`config.mk`:
```
export PLATFORM = sky130hd
export DESIGN_NAME = fetch_stage
export DESIGN_NICKNAME = d
export VERILOG_FILES = /design/src/rtl/cpu_pkg.sv /design/src/rtl/pc_next_sel.sv /design/src/rtl/fetch_stage.sv
export SDC_FILE = /design/constraint.sdc
export NUM_CORES = 1
export LEC_CHECK = 0
export BUFFER_PORTS_ARGS = -buffer_cell sky130_fd_sc_hd__buf_4
export CELL_PAD_IN_SITES_DETAIL_PLACEMENT = 0
export CELL_PAD_IN_SITES_GLOBAL_PLACEMENT = 2
export CORE_MARGIN = 2
export CORE_UTILIZATION = 28
export CTS_BUF_LIST = sky130_fd_sc_hd__clkbuf_8
export CTS_CLUSTER_SIZE = 20
export DETAILED_ROUTE_END_ITERATION = 10
export HOLD_SLACK_MARGIN = 0.12
export PLACE_DENSITY = 0.77
export SKIP_CTS_REPAIR_TIMING = 1
export SLEW_MARGIN = 15
export SYNTH_ARGS = -nofsm -noshare
export SYNTH_HDL_FRONTEND = slang
export SYNTH_SLANG_ARGS = --single-unit
export TNS_END_PERCENT = 50
```
`constraint.sdc`:
```
create_clock -name clk -period 2.4 [get_ports clk]
set_clock_uncertainty 0.15 [all_clocks]
set_input_delay 0.36 -clock clk [delete_from_list [all_inputs] [get_ports clk]]
set_output_delay 0.36 -clock clk [all_outputs]
set_load 0.02 [all_outputs]
```
`src/rtl/cpu_pkg.sv`:
```
// Shared constants and state encoding for the instruction-fetch front end.
package cpu_pkg;

    localparam int CPU_ADDR_W     = 8;
    localparam int CPU_INST_W     = 32;
    localparam int CPU_IMEM_BYTES = 128;
    localparam int CPU_RESET_PC   = 0;

    typedef enum logic [1:0] {
        BOOT  = 2'd0,
        RUN   = 2'd1,
        FAULT = 2'd2
    } fetchState_t;

endpackage

```
`src/rtl/pc_next_sel.sv`:
```
// Next-PC selection: jump beats branch beats sequential, plus legality of the result.
// Stall and flush are resolved by the parent.
module pc_next_sel
    import cpu_pkg::*;
#(
    parameter int ADDR_W     = CPU_ADDR_W,
    parameter int IMEM_BYTES = CPU_IMEM_BYTES
) (
    input  logic [ADDR_W-1:0] pc,
    input  logic              jumpTaken,
    input  logic [ADDR_W-1:0] jumpTarget,
    input  logic              branchTaken,
    input  logic [ADDR_W-1:0] branchTarget,
    output logic [ADDR_W-1:0] nextPc,
    output logic              redirect,
    output logic              illegal
);

    localparam logic [ADDR_W:0] PC_STEP = (ADDR_W+1)'(4);
    localparam logic [ADDR_W:0] LAST_PC = (ADDR_W+1)'(IMEM_BYTES - 4);

    // One extra bit so a sequential step off the top of the address space
    // is seen as out of range instead of wrapping to a legal low address.
    logic [ADDR_W:0] nextPcWide;

    always_comb begin
        redirect = jumpTaken | branchTaken;
        if (jumpTaken) begin
            nextPcWide = {1'b0, jumpTarget};
        end else if (branchTaken) begin
            nextPcWide = {1'b0, branchTarget};
        end else begin
            nextPcWide = {1'b0, pc} + PC_STEP;
        end
        illegal = (nextPcWide[1:0] != 2'b00) || (nextPcWide > LAST_PC);
        nextPc  = nextPcWide[ADDR_W-1:0];
    end

endmodule

```
`src/rtl/fetch_stage.sv`:
```
// Instruction-fetch stage: PC register, BOOT/RUN/FAULT control and the IF/ID register
// in front of an asynchronous byte-addressed instruction memory.
module fetch_stage
    import cpu_pkg::*;
#(
    parameter int ADDR_W     = CPU_ADDR_W,
    parameter int INST_W     = CPU_INST_W,
    parameter int IMEM_BYTES = CPU_IMEM_BYTES,
    parameter int RESET_PC   = CPU_RESET_PC
) (
    input  logic              clk,
    input  logic              rst_n,
    input  logic              stall,
    input  logic              flush,
    input  logic              branchTaken,
    input  logic [ADDR_W-1:0] branchTarget,
    input  logic              jumpTaken,
    input  logic [ADDR_W-1:0] jumpTarget,
    output logic [ADDR_W-1:0] instAddr,
    input  logic [INST_W-1:0] instruction,
    output logic [INST_W-1:0] ifidInst,
    output logic [ADDR_W-1:0] ifidPcPlus4,
    output logic              ifidValid,
    output logic              fault,
    output logic [ADDR_W-1:0] faultAddr
);

    fetchState_t       state, stateNext;
    logic [ADDR_W-1:0] pc, pcNext;
    logic [INST_W-1:0] ifidInstNext;
    logic [ADDR_W-1:0] ifidPcPlus4Next;
    logic              ifidValidNext;
    logic              faultNext;
    logic [ADDR_W-1:0] faultAddrNext;

    logic [ADDR_W-1:0] selPc;
    logic              redirect;
    logic              illegal;
    logic [ADDR_W-1:0] pcPlus4;

    assign instAddr = pc;
    assign pcPlus4  = pc + ADDR_W'(4);

    pc_next_sel #(
        .ADDR_W     (ADDR_W),
        .IMEM_BYTES (IMEM_BYTES)
    ) u_pc_next_sel (
        .pc           (pc),
        .jumpTaken    (jumpTaken),
        .jumpTarget   (jumpTarget),
        .branchTaken  (branchTaken),
        .branchTarget (branchTarget),
        .nextPc       (selPc),
        .redirect     (redirect),
        .illegal      (illegal)
    );

    always_ff @(posedge clk or negedge rst_n) begin
        if (!rst_n) begin
            state       <= BOOT;
            pc          <= ADDR_W'(RESET_PC);
            ifidInst    <= '0;
            ifidPcPlus4 <= '0;
            ifidValid   <= 1'b0;
            fault       <= 1'b0;
            faultAddr   <= '0;
        end else begin
            state       <= stateNext;
            pc          <= pcNext;
            ifidInst    <= ifidInstNext;
            ifidPcPlus4 <= ifidPcPlus4Next;
            ifidValid   <= ifidValidNext;
            fault       <= faultNext;
            faultAddr   <= faultAddrNext;
        end
    end

    always_comb begin
        stateNext       = state;
        pcNext          = pc;
        ifidInstNext    = ifidInst;
        ifidPcPlus4Next = ifidPcPlus4;
        ifidValidNext   = ifidValid;
        faultNext       = fault;
        faultAddrNext   = faultAddr;

        case (state)
            BOOT: begin
                ifidValidNext = 1'b0;
                stateNext     = RUN;
            end
            RUN: begin
                // A redirect acts even under stall, so an illegal target faults through a stall.
                if (redirect || !stall) begin
                    if (illegal) begin
                        stateNext     = FAULT;
                        faultNext     = 1'b1;
                        faultAddrNext = selPc;
                        ifidValidNext = 1'b0;
                    end else if (redirect) begin
                        pcNext        = selPc;
                        ifidValidNext = 1'b0;
                    end else begin
                        pcNext          = selPc;
                        ifidInstNext    = instruction;
                        ifidPcPlus4Next = pcPlus4;
                        ifidValidNext   = ~flush;
                    end
                end
            end
            FAULT: begin
                ifidValidNext = 1'b0;
            end
            default: begin
                stateNext     = FAULT;
                faultNext     = 1'b1;
                ifidValidNext = 1'b0;
            end
        endcase
    end

endmodule
```
# --- After elaboration in Yosys (flattened, before gate mapping) ---
# Cells that the tools add are included.
classes:
  reduce_logical: 11
  n_eq_ne: 4
  addsub: 2
  n_lt_le_gt_ge: 1
  muxes: 12
  bitwise: 6
op_table:
  columns: ["operator", "n"]
  rows:
  - ["$mux W9", 2]
  - ["$reduce_and A3 Y1", 4]
  - ["$add A8 B3 Y9 const B", 1]
  - ["$gt A9 B7 Y1 const B", 1]
  - ["$add A8 B3 Y8 const B", 1]
  - ["$mux W1", 6]
  - ["$pmux W2 S3", 1]
  - ["$not A1 Y1", 5]
  - ["$mux W2", 2]
  - ["$ne A2 B2 Y1 const B", 2]
  - ["$reduce_and A4 Y1", 1]
  - ["$eq A2 B1 Y1 const B", 1]
  - ["$eq A2 B2 Y1 const B", 1]
  - ["$logic_not A2 Y1", 1]
  - ["$logic_or A1 B1 Y1", 2]
  - ["$pmux W1 S2", 1]
  - ["$reduce_bool A2 Y1", 1]
  - ["$reduce_or A2 Y1", 1]
  - ["$logic_not A1 Y1", 1]
  - ["$or A1 B1 Y1", 1]
word_totals:
  out_inout_bits: 58
  word_cells: 43
  ff_bits: 60
  input_bits: 54

# --- Longest topological paths before layout ---
# Gate-level depths: netlist of the first run.
depth:
  ltp_word: 8
  ltp_mapped: 7
  ltp_nobuf: 6

# --- Cells and area by module ---
# A second synthesis of the first run with hierarchy kept.
hier_totals:
  cells_unflattened: 193
  area_unflattened_um2: 2617.5
by_module_without_submodules:
  columns: ["mod", "cells_per_inst", "n_inst", "seq_area_each_um2", "area_each_um2"]
  rows:
  - ["fetch_stage", 150, 1, 1501.4, 2354.8]
  - ["pc_next_sel", 43, 1, 0.0, 262.8]

# --- Worst setup path after synthesis of the first run ---
# OpenSTA, ideal clock, no wires.
synth_path:
  kind: "register -> register"
  start: "reg pc[2] (netlist: instAddr[2])"
  end: "reg ifidInst[0]"
  setup_ns: 0.125
  arrival_time_ns: 2.195
  period_less_slack_ns: 2.470
  slack_ns: -0.070
  path_stages_with_launch: 8
  path_buffers: 1
  required_time_ns: 2.125
  path_cell_list: "dfrtp_1 -> ha_1 -> nand3_1 -> nor4_1 -> or2_2 -> nor4_4 -> buf_6 -> mux2_2"
synth_between:
  elab_chain_cells: 7
synth_rtl:
  columns: ["item", "line", "rtl"]
  rows:
  - ["start, declared", "fetch_stage.sv:29", "logic [ADDR_W-1:0] pc, pcNext;"]
  - ["start signal, assigned", "fetch_stage.sv:61", "pc <= ADDR_W'(RESET_PC);"]
  - ["start signal, assigned", "fetch_stage.sv:69", "pc <= pcNext;"]
  - ["$add A8 B3 Y9", "pc_next_sel.sv:33", "nextPcWide = {1'b0, pc} + PC_STEP;"]
  - ["$mux W9", "pc_next_sel.sv:30", "end else if (branchTaken) begin"]
  - ["$mux W9", "pc_next_sel.sv:28", "if (jumpTaken) begin"]
  - ["$gt A9 B7 Y1", "pc_next_sel.sv:35", "illegal = (nextPcWide[1:0] != 2'b00) || (nextPcWide > LAST_PC);"]
  - ["$logic_or A1 B1 Y1", "pc_next_sel.sv:35", null]
  - ["$not A1 Y1 (no source line)", null, null]
  - ["$reduce_and A4 Y1 (no source line)", null, null]
  - ["end signal, assigned", "fetch_stage.sv:70", "ifidInst <= ifidInstNext;"]
  - ["end, declared", "fetch_stage.sv:21", "output logic [INST_W-1:0] ifidInst,"]
# No other way between the ends.
# A chain may end at the register's enable or synchronous reset.

# --- Worst setup path after layout of the first run ---
layout_path:
  start: "reg pc[3] (netlist: instAddr[3])"
  end: "reg ifidInst[29]"
# Same word-level chain as after synthesis.

==> impl_metrics.yaml, run 1 <==
setup_path:
  cp.arrival_ps: 2370
  r2r_end: "ifidInst[29]$_DFFE_PN0P_"
  r2r_slack_ps: 100
  cp_data_required_time_ps: 2470
  r2r_start: "instAddr[3]$_DFFE_PN0P_"
  end_kind: "flip-flop"
  start_kind: "flip-flop"
  timing.critical_path.fanout_max: 11
  crit_type: "reg -> reg"
  r2r_cells: 7
place:
  dp.cells: 407
  portBuffers: 111
  placed_area_um2: 3580
  pre_cts_slack_ps: 9.16
  dp_hpwl_mm: 4.44
  place.gp.congestion: 0.833
worst_hold_path:
  hold_start: "jumpTarget[5]"
  whs_endpoint: "instAddr[5]$_DFFE_PN0P_"
  holdPathStages: 4
  worstHoldPathType: "in -> reg"
floorplan:
  start_util_pct: 29.1
  dieArea_um2: 9940
  core_um2: 8810
  io_pins: 112
  die_x_um: 99.7
  fp.dieH_um: 99.7
  num_rows: 34
route:
  dr.pass1.iters: 4
  first_iter_violations: 54
  avgRoutedWirePerCell_um: 14.7
  postRouteAntennaNets: 0
  post-route-drc-count: 0
  drt_wl_total_mm: 6.75
  routed_via_density: 4.44
  vias: 2044
yosys:
  ys_async_sr_fraction_pct: 100
  netlist.area_leader.share_pct: 58.5
  ys_ff_latch: 60
  syn_inst: 185
  synth-edff-count: 0
  synthAdderAreaFrac_pct: 0.488
  synthTopCellsByArea: "dfrtp_1 (59%), mux2_2 (20%), mux2i_1 (2.7%)"
  synth_compound_gate_area_share_pct: 5.27
  synth_xor_area_share_pct: 1.02
  yosysUniqueCellTypes: 35
  yosys.area_share.simple_pct: 7.90
  synthTopCellsByCount: "dfrtp_1 (60), mux2_2 (45), nand2_1 (14)"
  yosys_warnings: 0
  synth_area_um2: 2560
  yosys.area.top_type: "dfrtp_1"
  synth_most_common_cell: "dfrtp_1"
  synth_top_family_by_area: "multiplexers"
  syn_area_per_cell_um2: 13.9
  synth_ff_type: "dfrtp_1"
  seq_area_frac_synth_pct: 58.5
  syn_nets: 240
  synthMuxAreaShare_pct: 23.4
clocking:
  cts.sink_count: 60
  cts_buffers: 9
  clock_path_buffers: 2
  insertion_delay_ps: 340
  cts_root_buffer: "clkbuf_8"
  htreeDepth: 3
  clk_pin_slew_ps: 70
  cts_tree: "built"
pwr:
  p_seq_share_pct: 42.2
  p_switching_mw: 0.866
  intPower_mw: 2.04
  p_leak_nw: 2.12
  power_frac_clock_pct: 31.8
  comb_power_share_pct: 26.0
  p_per_area_nw_per_um2: 695
  ir_drop_mv: 0.232
  swShare_pct: 29.8
timing:
  hold_viol: 0
  relSlewSlack_pct: 48.3
  fmax_mhz: 435
  post-route-period-util_pct: 95.9
  tightest_slew_ps: 776
  rsz0062_at_grt: "false"
  setup_slack_ps: 99.5
  finalSetupTns_ps: 0
  layout_min_cycle_time_ps: 2300
  finalSetupViolations: 0
  maxSlewViolCount: 0
global_routing:
  grt_pass1_vias: 2015
  antenna_found_initial: 0
  grt_use_total_pct: 13.0
  grt_pass1_wl_mm: 9.98
  grt_max_degree: 61
  grt_overflow: 0
run:
  drv_cap: 0
cells_and_area:
  syn_to_final_growth_pct: 63.2
  diodes: 0
  nFillCells: 829
  stdcell_count: 460
  multi_input_area_um2: 995
  final_cell_area_um2: 4190
  regArea_um2: 1510
  fin_nets: 402
  drive_gt1_share_pct: 56.5
run_status:
  outcome: "completed"
## cell families after synthesis
family,Yosys count
compound gates,20
xor+xnor,3
fa+ha+maj,1
buf+inv,12
flops,60
mux,54
simple gates,35
## cell type report
class | instances | area share (%)
Clock buffer | 10 | 3.29
Clock inverter | 6 | 1.55
Inverter | 3 | 0.269
Multi-Input combinational cell | 113 | 23.8
Sequential cell | 60 | 36.0
Tap cell | 108 | 3.23
Timing Repair Buffer | 160 | 31.9
## per-layer routing
layer  track usage, %  routed length [um]  up-vias
li1                 -                   -      984
met2             19.6                3310       68
met3             5.83                 488        3
met1             16.6                2920      989
met5                0                   0        -
met4             4.74                  25        0
## stage by stage
stage / hold WS [ps] / power, mW / utilization, %
floorplan: -85.6 / 1.58 / -
global placement: 316 / 1.95 / 40.6
detailed placement: 330 / 1.96 / 40.6
CTS: -29.3 / 2.90 / 42.9
global route: 259 / 3.08 / 47.5
finish: 267 / 2.91 / 47.5
## sequential cells by signal (all words and copies together) (netlist names)
name,count
ifidInst,32
faultAddr,8
ifidValid,1
fault,1
instAddr,8
ifidPcPlus4,8
state,2
## power by group through the flow
| stage | logic (mW) | registers (mW) | clock network, mW |
|---|---|---|---|
| floorplan | 0.180 | 1.40 | 0 |
| global placement | 0.711 | 1.24 | 0 |
| detailed placement | 0.715 | 1.24 | 0 |
| CTS | 0.716 | 1.23 | 0.961 |
| global route | 0.815 | 1.25 | 1.02 |
| finish | 0.757 | 1.23 | 0.926 |
## layout by cell type, fill, tap and decap left out, drive strengths merged, types with 3 or more instances in the layout
| cell | instances |
|---|---|
| a22o | 3 |
| nor2b | 4 |
| and2 | 3 |
| nor4 | 3 |
| clkinvlp | 3 |
| inv | 4 |
| buf | 125 |
| o21ai | 10 |
| nor3 | 3 |
| dfrtp | 60 |
| mux2i | 7 |
| mux2 | 47 |
| clkbuf | 11 |
| dlygate4sd3 | 34 |
| nand2 | 14 |
## worst max-delay path, stage by stage (launching register included)
cell	delay, ps
dfrtp_2	410
and4_1	230
and3_1	190
or3_4	370
nor4_4	150
buf_6	170
clkbuf_16	170
mux2_2	340
## worst max path at each step
| stage | from | endpoint | slack (ps) | cells after the start |
|---|---|---|---|---|
| after floorplan | instAddr[3]$_DFFE_PN0P_ | ifidInst[0]$_DFFE_PN0P_ | 30 | 6 |
| after global placement | instAddr[2]$_DFFE_PN0P_ | faultAddr[4]$_DFFE_PN0P_ | 40 | 7 |
| after detailed placement | branchTaken | ifidInst[16]$_DFFE_PN0P_ | 9 | 7 |
| after CTS | instAddr[3]$_DFFE_PN0P_ | ifidInst[26]$_DFFE_PN0P_ | -8 | 6 |
| after global routing | state[1]$_DFFE_PN0P_ | ifidInst[29]$_DFFE_PN0P_ | 1 | 7 |
| final | instAddr[3]$_DFFE_PN0P_ | ifidInst[29]$_DFFE_PN0P_ | 100 | 7 |
No activity file was read; power rests on OpenSTA's default activity.
==> inputs of run 2 (changes only) <==
--- a/config.mk
+++ b/config.mk
@@ -9,12 +9,13 @@
 export CELL_PAD_IN_SITES_DETAIL_PLACEMENT = 0
 export CELL_PAD_IN_SITES_GLOBAL_PLACEMENT = 2
 export CORE_MARGIN = 2
-export CORE_UTILIZATION = 28
+export CORE_UTILIZATION = 33
 export CTS_BUF_LIST = sky130_fd_sc_hd__clkbuf_8
 export CTS_CLUSTER_SIZE = 20
 export DETAILED_ROUTE_END_ITERATION = 10
 export HOLD_SLACK_MARGIN = 0.12
-export PLACE_DENSITY = 0.77
+export PLACE_DENSITY = 0.86
+export REMOVE_ABC_BUFFERS = 1
 export SKIP_CTS_REPAIR_TIMING = 1
 export SLEW_MARGIN = 15
 export SYNTH_ARGS = -nofsm -noshare
==> constraint.sdc (replaced) <==
create_clock -name clk -period 2.8 [get_ports clk]
set_clock_uncertainty 0.15 [all_clocks]
set_input_delay 0.42 -clock clk [delete_from_list [all_inputs] [get_ports clk]]
set_output_delay 0.42 -clock clk [all_outputs]
set_load 0.02 [all_outputs]
==> impl_metrics.yaml, run 2 (same netlist as run 1, synthesis figures left out) <==
run_status:
  outcome: "completed"
place:
  place.gp.congestion: 0.732
  portBuffers: 111
  dp_hpwl_mm: 4.18
route:
  drt_wl_total_mm: 5.80
  avgRoutedWirePerCell_um: 14.2
  first_iter_violations: 55
  postRouteAntennaNets: 0
  routed_via_density: 4.58
  dr.pass1.iters: 4
  vias: 1867
  post-route-drc-count: 0
cells_and_area:
  diodes: 0
  largest_reg_flops: 32
  layout_common_cells: "buf_4 (113), dfrtp_1 (60), mux2_2 (45), nand2_1 (14), clkbuf_8 (12)"
  syn_to_final_growth_pct: 45.4
  layout.cells.most_common: "buf_4"
  fin_nets: 357
  max_flop_register: "ifidInst"
  drive_gt1_share_pct: 58.8
  nFillCells: 713
  multi_input_area_um2: 976
  regArea_um2: 1500
timing:
  rsz0062_at_grt: "false"
  layout_min_cycle_time_ps: 2530
  finalSetupViolations: 0
  hold_viol: 0
  fmax_mhz: 395
  tightest_slew_ps: 756
  relSlewSlack_pct: 49.6
  post-route-period-util_pct: 90.5
  whs_ps: 156
  maxSlewViolCount: 0
global_routing:
  grt_max_degree: 61
  grt_pass1_vias: 1898
  grt_use_total_pct: 14.2
  grt_overflow: 0
  grt_pass1_wl_mm: 9.19
  antenna_found_initial: 0
floorplan:
  fp.dieH_um: 92.2
  dieArea_um2: 8490
  num_rows: 32
  start_util_pct: 33.5
  io_pins: 112
  core_um2: 7650
  die_x_um: 92.2
run:
  drv_cap: 0
pwr:
  p_seq_share_pct: 42.0
  p_per_area_nw_per_um2: 677
  power_frac_clock_pct: 35.5
  power_mw: 2.52
  comb_power_share_pct: 22.5
  intPower_mw: 1.84
  ir_drop_mv: 0.337
  p_switching_mw: 0.686
  swShare_pct: 27.2
  p_leak_nw: 1.94
clocking:
  cts_buffers: 9
  htreeDepth: 3
  insertion_delay_ps: 330
  clock_path_buffers: 2
  cts_root_buffer: "clkbuf_8"
  cts_tree: "built"
  clk_pin_slew_ps: 70
  cts.sink_count: 60
setup_path:
  startpoint: "instAddr[2]$_DFFE_PN0P_"
  cp_data_required_time_ps: 2860
  cp.arrival_ps: 2600
  timing.critical_path.fanout_max: 41
  start_kind: "flip-flop"
  r2r_slack_ps: 270
  r2r_start: "instAddr[2]$_DFFE_PN0P_"
  crit_end: "ifidInst[20]$_DFFE_PN0P_"
  r2r_end: "ifidInst[20]$_DFFE_PN0P_"
  crit_type: "reg -> reg"
  end_kind: "flip-flop"
  r2r_cells: 7
worst_hold_path:
  worstHoldPathType: "in -> reg"
-- run 2: cell count changes in the layout (fill, tap and decap cells not counted), sizes merged --
cell         previous run  this run
dlygate4sd3            34         1
buf                   125       114
clkinvlp                3         0
bufinv                  1         2
clkbuf                 11        12
inv                     4         3
-- run 2: cell type report --
type / count / share of cell area (%)
clock inverter: 3 / 1.85
tap: 102 / 3.42
inverter: 3 / 0.302
timing repair buffer: 115 / 23.6
multi-input combinational: 113 / 26.2
clock buffer: 12 / 4.43
sequential: 60 / 40.3
-- run 2: layer usage --
metal / track usage (%) / wire, um / up-vias
li1: - / - / 889
met4: 4.10 / 62 / 0
met2: 22.3 / 2860 / 61
met1: 17.1 / 2420 / 908
met3: 7.15 / 463 / 9
met5: 0 / 0 / -
-- run 2: how the worst min path moves through the flow --
stage	start	end	cells after the start
after floorplan	rst_n	fault$_DFFE_PN0P_	0
after global placement	ifidInst[10]$_DFFE_PN0P_	ifidInst[10]$_DFFE_PN0P_	1
after detailed placement	fault$_DFFE_PN0P_	fault$_DFFE_PN0P_	2
after CTS	rst_n	ifidInst[24]$_DFFE_PN0P_	1
after global routing	instruction[24]	ifidInst[24]$_DFFE_PN0P_	2
final	instruction[10]	ifidInst[10]$_DFFE_PN0P_	2
-- run 2: through the flow --
stage / area, um^2 / utilization [%] / cells / setup WS [ps] / setup TNS (ps)
finish: 3730 / 48.8 / 408 / 267 / 0
floorplan: 2490 / - / 176 / -574 / -22080
global placement: 3480 / 45.6 / 392 / 210 / 0
detailed placement: 3480 / 45.6 / 392 / 189 / 0
CTS: 3720 / 48.6 / 407 / 249 / 0
global route: 3730 / 48.8 / 408 / 168 / 0
-- run 2: critical path, cell delays in order (launching register included) --
cell	delay (ps)
dfrtp_1	440
ha_1	250
nand3_1	140
nor4_1	80
or2_2	340
nor4_4	340
buf_12	260
mux2_2	380
-- run 2: power groups by stage --
stage          Combinational, mW  Sequential [mW]  Clock (mW)
6_report                   0.567             1.06       0.896
5_1_grt                    0.606             1.08       0.978
3_3_place_gp               0.571             1.07           0
2_1_floorplan              0.148             1.20           0
3_5_place_dp               0.577             1.08           0
4_1_cts                    0.577             1.06       0.929
==> inputs of run 3 (changes only) <==
--- a/config.mk
+++ b/config.mk
@@ -16,6 +16,7 @@
 export HOLD_SLACK_MARGIN = 0.12
 export PLACE_DENSITY = 0.86
 export REMOVE_ABC_BUFFERS = 1
+export SETUP_SLACK_MARGIN = 0.5
 export SKIP_CTS_REPAIR_TIMING = 1
 export SLEW_MARGIN = 15
 export SYNTH_ARGS = -nofsm -noshare
==> impl_metrics.yaml, run 3 (same netlist as run 1, synthesis figures left out) <==
place:
  dp_hpwl_mm: 4.18
  place.gp.congestion: 0.732
  placed_area_um2: 3480
  portBuffers: 111
pwr:
  power_frac_clock_pct: 35.1
  p_leak_nw: 2.04
  ir_drop_mv: 0.339
  power_mw: 2.56
  swShare_pct: 27.3
  comb_power_share_pct: 23.5
  p_seq_share_pct: 41.4
  p_switching_mw: 0.698
  intPower_mw: 1.86
  p_per_area_nw_per_um2: 648
cells_and_area:
  diodes: 0
  final_cell_area_um2: 3950
  fin_nets: 372
  largest_reg_flops: 32
  max_flop_register: "ifidInst"
  layout.cells.most_common: "buf_4"
  drive_gt1_share_pct: 62.6
  layout_common_cells: "buf_4 (121), dfrtp_1 (57), mux2_2 (37), nand2_1 (14), clkbuf_8 (12)"
  syn_to_final_growth_pct: 54.0
clocking:
  cts_buffers: 9
  htreeDepth: 3
  insertion_delay_ps: 330
  clk_pin_slew_ps: 70
  cts.sink_count: 60
  cts_root_buffer: "clkbuf_8"
  cts_tree: "built"
  clock_path_buffers: 2
floorplan:
  io_pins: 112
  die_x_um: 92.2
  dieArea_um2: 8490
  fp.dieH_um: 92.2
  core_um2: 7650
  start_util_pct: 33.5
  num_rows: 32
timing:
  fmax_mhz: 419
  finalSetupViolations: 0
  rsz0062_at_grt: "true"
  layout_min_cycle_time_ps: 2390
  whs_ps: 157
  post-route-period-util_pct: 85.3
  hold_viol: 0
  tightest_slew_ps: 748
  maxSlewViolCount: 0
  relSlewSlack_pct: 50.1
worst_hold_path:
  worstHoldPathType: "in -> reg"
setup_path:
  start_kind: "flip-flop"
  end_kind: "flip-flop"
  crit_type: "reg -> reg"
  cp_data_required_time_ps: 2870
  cp.arrival_ps: 2450
  timing.critical_path.fanout_max: 10
run_status:
  outcome: "completed"
global_routing:
  grt_pass1_wl_mm: 9.19
  grt_max_degree: 61
  antenna_found_initial: 0
  grt_pass1_vias: 1898
  grt_use_total_pct: 14.2
  grt_overflow: 0
run:
  drv_cap: 0
route:
  routed_via_density: 4.61
  dr.pass1.iters: 4
  post-route-drc-count: 0
  drt_wl_total_mm: 6.71
  avgRoutedWirePerCell_um: 15.9
  vias: 1952
  postRouteAntennaNets: 0
  first_iter_violations: 63
==> run 3: cell count changes in the layout (fill, tap and decap cells not counted), moves of 2 or more <==
cell	change
buf_4	+8
mux2_2	-8
mux2_4	+8
buf_6	+4
dfrtp_1	-3
dfrtp_2	+3
clkbuf_16	+2
==> run 3: worst paths after layout <==
check | from | to | slack, ps | cells after the start
min in group asynchronous | rst_n | ifidValid$_DFFE_PN0P_ | 550 | 2
max in group asynchronous | rst_n | instAddr[2]$_DFFE_PN0P_ | 1420 | 2
worst min-delay path | instruction[10] | ifidInst[10]$_DFFE_PN0P_ | 160 | 2
worst min register to register | fault$_DFFE_PN0P_ | fault$_DFFE_PN0P_ | 340 | 2
worst max-delay path | instAddr[5]$_DFFE_PN0P_ | ifidInst[31]$_DFFE_PN0P_ | 410 | 7
worst max register to register | instAddr[5]$_DFFE_PN0P_ | ifidInst[31]$_DFFE_PN0P_ | 410 | 7
==> run 3: per-layer routing <==
layer	up-vias	global-route usage, %	wire [um]
met1	973	17.1	2780
met4	0	4.10	23
met5	-	0	0
met3	5	7.15	436
met2	62	22.3	3470
li1	912	-	-
==> run 3: final cells by class <==
cell class / instances / area [um^2]
clock buffer: 12 / 165
clock inverter: 3 / 68.8
fill: 691 / 3700
inverter: 3 / 11.3
multi-input combinational: 113 / 1020
sequential: 60 / 1510
tap: 102 / 128
timing repair buffer: 130 / 1050
==> run 3: critical path, cell delays in order, from the launching register on <==
cell and delay, ps:
dfrtp_2 410, and4_4 240, a2111oi_2 70, or3_4 440, nor4_4 290, buf_6 190, buf_12 140, mux2_2 340
==> run 3: power by group through the flow <==
stage                     Clock [mW]  Sequential [mW]  Combinational (mW)
after floorplan                    0             1.20               0.148
after global placement             0             1.07               0.571
after detailed placement           0             1.08               0.577
after CTS                      0.929             1.06               0.577
after global routing           0.979             1.08               0.643
final                          0.898             1.06               0.603
==> run 3: per-stage QoR <==
step                TNS, ps  setup WS (ps)  cells  util [%]
CTS                       0            249    407      48.6
detailed placement        0            189    392      45.6
global placement          0            210    392      45.6
floorplan            -22080           -574    176         -
finish                    0            413    423      51.7
global route              0            348    423      51.7
